[src/rtl/alu_operand_loader.sv]
// Assembles an {op, a, b} ALU command from three strobed byte writes and offers it on a
// valid/ready handshake. Optional mid-frame idle timeout: define OPLOAD_TIMEOUT_EN.
module alu_operand_loader #(
  parameter int unsigned SYNC_STAGES    = 2,
  parameter int unsigned TIMEOUT_CYCLES = 255
) (
  input  logic       clk,
  input  logic       rst_n,
  input  logic [7:0] data_in,
  input  logic       strobe_in,
  input  logic       abort,
  output logic [2:0] op,
  output logic [7:0] a,
  output logic [7:0] b,
  output logic       op_valid,
  input  logic       op_ready,
  output logic [1:0] phase,
  output logic [1:0] err
);

  typedef enum logic [1:0] {
    StWaitOp = 2'd0,
    StWaitA  = 2'd1,
    StWaitB  = 2'd2,
    StIssue  = 2'd3
  } state_e;

  state_e                 state_q;
  logic [SYNC_STAGES-1:0] sync_q;
  logic                   hist_q;
  logic                   strobe_edge;
  logic                   overrun_q;
  logic                   timeout_q;
  logic                   idle_expired;

  // Strobe is asynchronous: resynchronise, then detect the rising edge one flop later.
  always_ff @(posedge clk or negedge rst_n) begin
    if (!rst_n) begin
      sync_q <= '0;
      hist_q <= 1'b0;
    end else begin
      sync_q <= {sync_q[SYNC_STAGES-2:0], strobe_in};
      hist_q <= sync_q[SYNC_STAGES-1];
    end
  end

  assign strobe_edge = sync_q[SYNC_STAGES-1] & ~hist_q;

`ifdef OPLOAD_TIMEOUT_EN
  localparam logic [7:0] TimeoutLimit = 8'(TIMEOUT_CYCLES);

  logic [7:0] idle_q;
  logic       mid_frame;

  assign mid_frame    = (state_q == StWaitA) || (state_q == StWaitB);
  assign idle_expired = mid_frame && !strobe_edge && ((idle_q + 8'd1) == TimeoutLimit);

  always_ff @(posedge clk or negedge rst_n) begin
    if (!rst_n) begin
      idle_q <= 8'd0;
    end else if (abort || strobe_edge || idle_expired || !mid_frame) begin
      idle_q <= 8'd0;
    end else begin
      idle_q <= idle_q + 8'd1;
    end
  end
`else
  logic unused_timeout_cfg;

  assign unused_timeout_cfg = ^TIMEOUT_CYCLES;
  assign idle_expired       = 1'b0;
`endif

  // abort has priority over everything, including a pending transfer and a strobe edge.
  always_ff @(posedge clk or negedge rst_n) begin
    if (!rst_n) begin
      state_q   <= StWaitOp;
      op        <= 3'd0;
      a         <= 8'd0;
      b         <= 8'd0;
      op_valid  <= 1'b0;
      overrun_q <= 1'b0;
      timeout_q <= 1'b0;
    end else if (abort) begin
      state_q   <= StWaitOp;
      op_valid  <= 1'b0;
      overrun_q <= 1'b0;
      timeout_q <= 1'b0;
    end else begin
      unique case (state_q)
        StWaitOp: begin
          if (strobe_edge) begin
            op      <= data_in[7:5];
            state_q <= StWaitA;
          end
        end
        StWaitA: begin
          if (strobe_edge) begin
            a       <= data_in;
            state_q <= StWaitB;
          end else if (idle_expired) begin
            state_q   <= StWaitOp;
            timeout_q <= 1'b1;
          end
        end
        StWaitB: begin
          if (strobe_edge) begin
            b        <= data_in;
            state_q  <= StIssue;
            op_valid <= 1'b1;
          end else if (idle_expired) begin
            state_q   <= StWaitOp;
            timeout_q <= 1'b1;
          end
        end
        StIssue: begin
          // A byte arriving here is dropped; the waiting command is left untouched.
          if (strobe_edge) begin
            overrun_q <= 1'b1;
          end
          if (op_ready) begin
            state_q  <= StWaitOp;
            op_valid <= 1'b0;
          end
        end
        default: begin
          state_q  <= StWaitOp;
          op_valid <= 1'b0;
        end
      endcase
    end
  end

  assign phase = state_q;
  assign err   = {timeout_q, overrun_q};

endmodule
[config.mk]
export PLATFORM = sky130hd
export DESIGN_NAME = alu_operand_loader
export DESIGN_NICKNAME = d
export VERILOG_FILES = /design/src/rtl/alu_operand_loader.sv
export SDC_FILE = /design/constraint.sdc
export NUM_CORES = 1
export LEC_CHECK = 0
export ABC_AREA = 0
export ABC_CLOCK_PERIOD_IN_PS = 2150
export CAP_MARGIN = 20
export CORE_ASPECT_RATIO = 0.9
export CORE_MARGIN = 4
export CORE_UTILIZATION = 45
export CTS_CLUSTER_SIZE = 28
export DETAILED_ROUTE_END_ITERATION = 8
export PLACE_DENSITY = 0.86
export SYNTH_ARGS = -nofsm -noshare
export SYNTH_HDL_FRONTEND = slang
export SYNTH_SLANG_ARGS = --single-unit
[constraint.sdc]
create_clock -name clk -period 2.15 [get_ports clk]
set_clock_uncertainty 0.05 [all_clocks]
set_input_delay 0.3225 -clock clk [delete_from_list [all_inputs] [get_ports clk]]
set_output_delay 0.3225 -clock clk [all_outputs]
set_load 0.01 [all_outputs]
==> flow_summary.toml <==
[route]
drtIter0Drc = 19
wire_per_inst_microns = 15.0
vias = 749
via_per_inst = 5.10
first_pass_iters = 2
drc = 0
wirelength_mm = 2.20
ant_nets = 0

[sta]
min_period_ns = 2.01
tns_ns = 0
finalCritPeriodShare_pct = 93.5
setup_ws_ns = 0.139
fmax_ghz = 0.497
hold_viol = 0
rsz0062_at_grt = "false"
setup_viol = 0
report.final.slew_viol_count = 0

[cts]
cts_buffers = 3
cts_resized = 0
cts.clk_slew.worst_paths_ns = 0.12
clockBufferDepth = 2
root_buffer = "clkbuf_4"
postCtsHoldBufs = 0
cts.htree.levels = 1
insertion_delay_ns = 0.30
post_cts_buffers = 0
cts_tree = "done"
numClockSinks = 26

[critical_path]
slowest_delay_ns = 0.53
arrival_ns = 2.14
crit_family = "simple AND/OR/NAND/NOR gates"
worstReg2RegStart = "phase[1]"
critPathBufInv = 1
worstSetupStartpointType = "flip-flop"
critPathKind = "flip-flop to flip-flop"
critPathLaunch = "phase[1]"
crit_fanout = 4
reg2reg_depth = 5
worstSetupPathDepth = 5
cp_cell_sequence = "inv_1 > ha_1 > or3_4 > nor4b_4 > or4_1"
end_kind = "flip-flop"
cp.required_ns = 2.28
critPathSlowestCell = "or4_1"

[finish]
drive_above_1_share_pct = 26.1
area_growth_pct = 36.5
fin_cells = 147
diodes = 0
n_fill_cell = 193
nets = 138

[global_route]
grt_first_pass_wirelength_mm = 3.63
antenna_found_initial = 0
grt_pass1_vias = 800
grt_overflow = 0
grtUsageTotal_pct = 13.9
grt_max_degree = 27

[die]
rows = 17
core_sq_um = 2450
initial_utilization_pct = 46.9
die_height_microns = 55.9
io_pins = 37
dieArea_sq_um = 3420
die_w_microns = 61.2

[flow_run]
cap_violations = 0

[synth]
yosysUniqueCellTypes = 24
yosys_warnings = 0
synth_cells = 80
synth_xor_xnor_area_share_pct = 0
synthMuxAreaShare_pct = 18.7
syn_area_per_cell_sq_um = 14.3
synth_top_family_by_area = "multiplexers"
synth_seq_area_share_pct = 56.8
ys_seq_elements = 26
syn-num-nets = 97
synth_compound_area_share_pct = 2.07
syn_area_sq_um = 1150
synth_fa_ha_area_share_pct = 4.37
synthSimpleGateAreaFrac_pct = 14.7

[status]
status = "finished clean"

[place]
io_buffers = 35
gp_congestion = 0.760
dp_cells = 144
hpwl_mm = 1.70
post-place-ws_ns = 0.166

[power]
peakVddDrop_mv = 0.664
power.density_nw_per_um2 = 847
p_leak_nw = 0.690

[min_path]
hp-class = "input pin to async pin"
metal layers:
metal | routed length (microns) | global-route usage, %
met3 | 184 | 5.34
met4 | 0 | 2.79
met1 | 921 | 17.1
met2 | 1100 | 22.8
met5 | 0 | 0
Yosys cell counts:
library cell	n	area (sq um)
inv_1	2	7.51
nand3b_1	1	7.51
and2b_1	1	7.51
a21oi_1	2	10.0
buf_2	1	5.00
nor3b_1	2	15.0
or3_4	1	11.3
conb_1	1	3.75
buf_4	3	22.5
ha_1	4	50.1
nand3_1	2	10.0
nor4b_4	1	23.8
a21boi_0	1	7.51
nor3b_4	1	18.8
nor3b_2	1	12.5
dfrtp_1	26	651
nor2_1	2	7.51
nand2_1	1	3.75
mux2_2	19	214
nor2b_1	2	12.5
or4_1	2	15.0
a31oi_1	1	6.26
nor4b_1	2	17.5
nand2b_1	1	6.26
flip-flops by register name (all words and copies together), names as in the netlist:
register	flops
a	8
b	8
hist_q	1
op	3
op_valid	1
overrun_q	1
phase	2
sync_q	2
layout make-up:
class	instances	area, sq um	share of cell area, %
tap	28	35.0	2.24
clock buffer	3	22.5	1.44
sequential	26	651	41.6
timing repair buffer	40	388	24.8
multi-input combinational	48	460	29.4
inverter	2	7.51	0.480
final timing paths:
kind	to	slack, ns
setup / recovery	phase[1]	0.14
hold / removal	overrun_q	0.32
setup reg to reg	phase[1]	0.14
hold reg to reg	sync_q[1]	0.32
max in group asynchronous	a[6]	1.49
min in group clk	sync_q[1]	0.32
report_power, final:
group          total [mW]  internal (mW)  switching (mW)  leakage, nW
clock network       0.187         0.0653           0.121       0.0138
registers           0.661          0.601          0.0604        0.335
logic               0.477          0.307           0.170        0.342
total                1.32          0.973           0.352        0.690
layout by cell type (no fill, tap or decap), drive strengths merged:
master and count:
nand2 1, nand2b 1, a21oi 2, clkdlybuf4s50 35, buf 5, or4 2, a21boi 1, and2b 1
or3 1, nand3 2, conb 1, ha 4, inv 2, clkbuf 3, mux2 19, nor2 2
a31oi 1, dfrtp 26, nor4b 3, nor2b 2, nor3b 4, nand3b 1
logic make-up (layout without fill, tap and decap cells):
family | after synthesis | in the layout
flip-flops | 26 | 26
AND/OR/NAND/NOR | 20 | 20
multiplexers | 19 | 19
buffers and inverters | 6 | 45
adder cells (fa/ha/maj) | 4 | 4
AO/OA/AOI/OAI | 4 | 4
other | 1 | 1
worst reg2reg max path: stages (launching register included):
cell and delay [ns]:
dfrtp_1 0.42, inv_1 0.14, ha_1 0.24, or3_4 0.39, nor4b_4 0.14, or4_1 0.53
through the flow:
stage	hold slack, ns	cell area, sq um	power, mW	utilization, %
after floorplan	-0.0231	1150	0.860	-
after global placement	0.288	1540	1.14	63.0
after detailed placement	0.289	1540	1.15	63.0
after CTS	0.318	1560	1.35	63.9
after global routing	0.333	1560	1.41	63.9
final	0.317	1560	1.32	63.9
(Power assumes the default switching activity.)
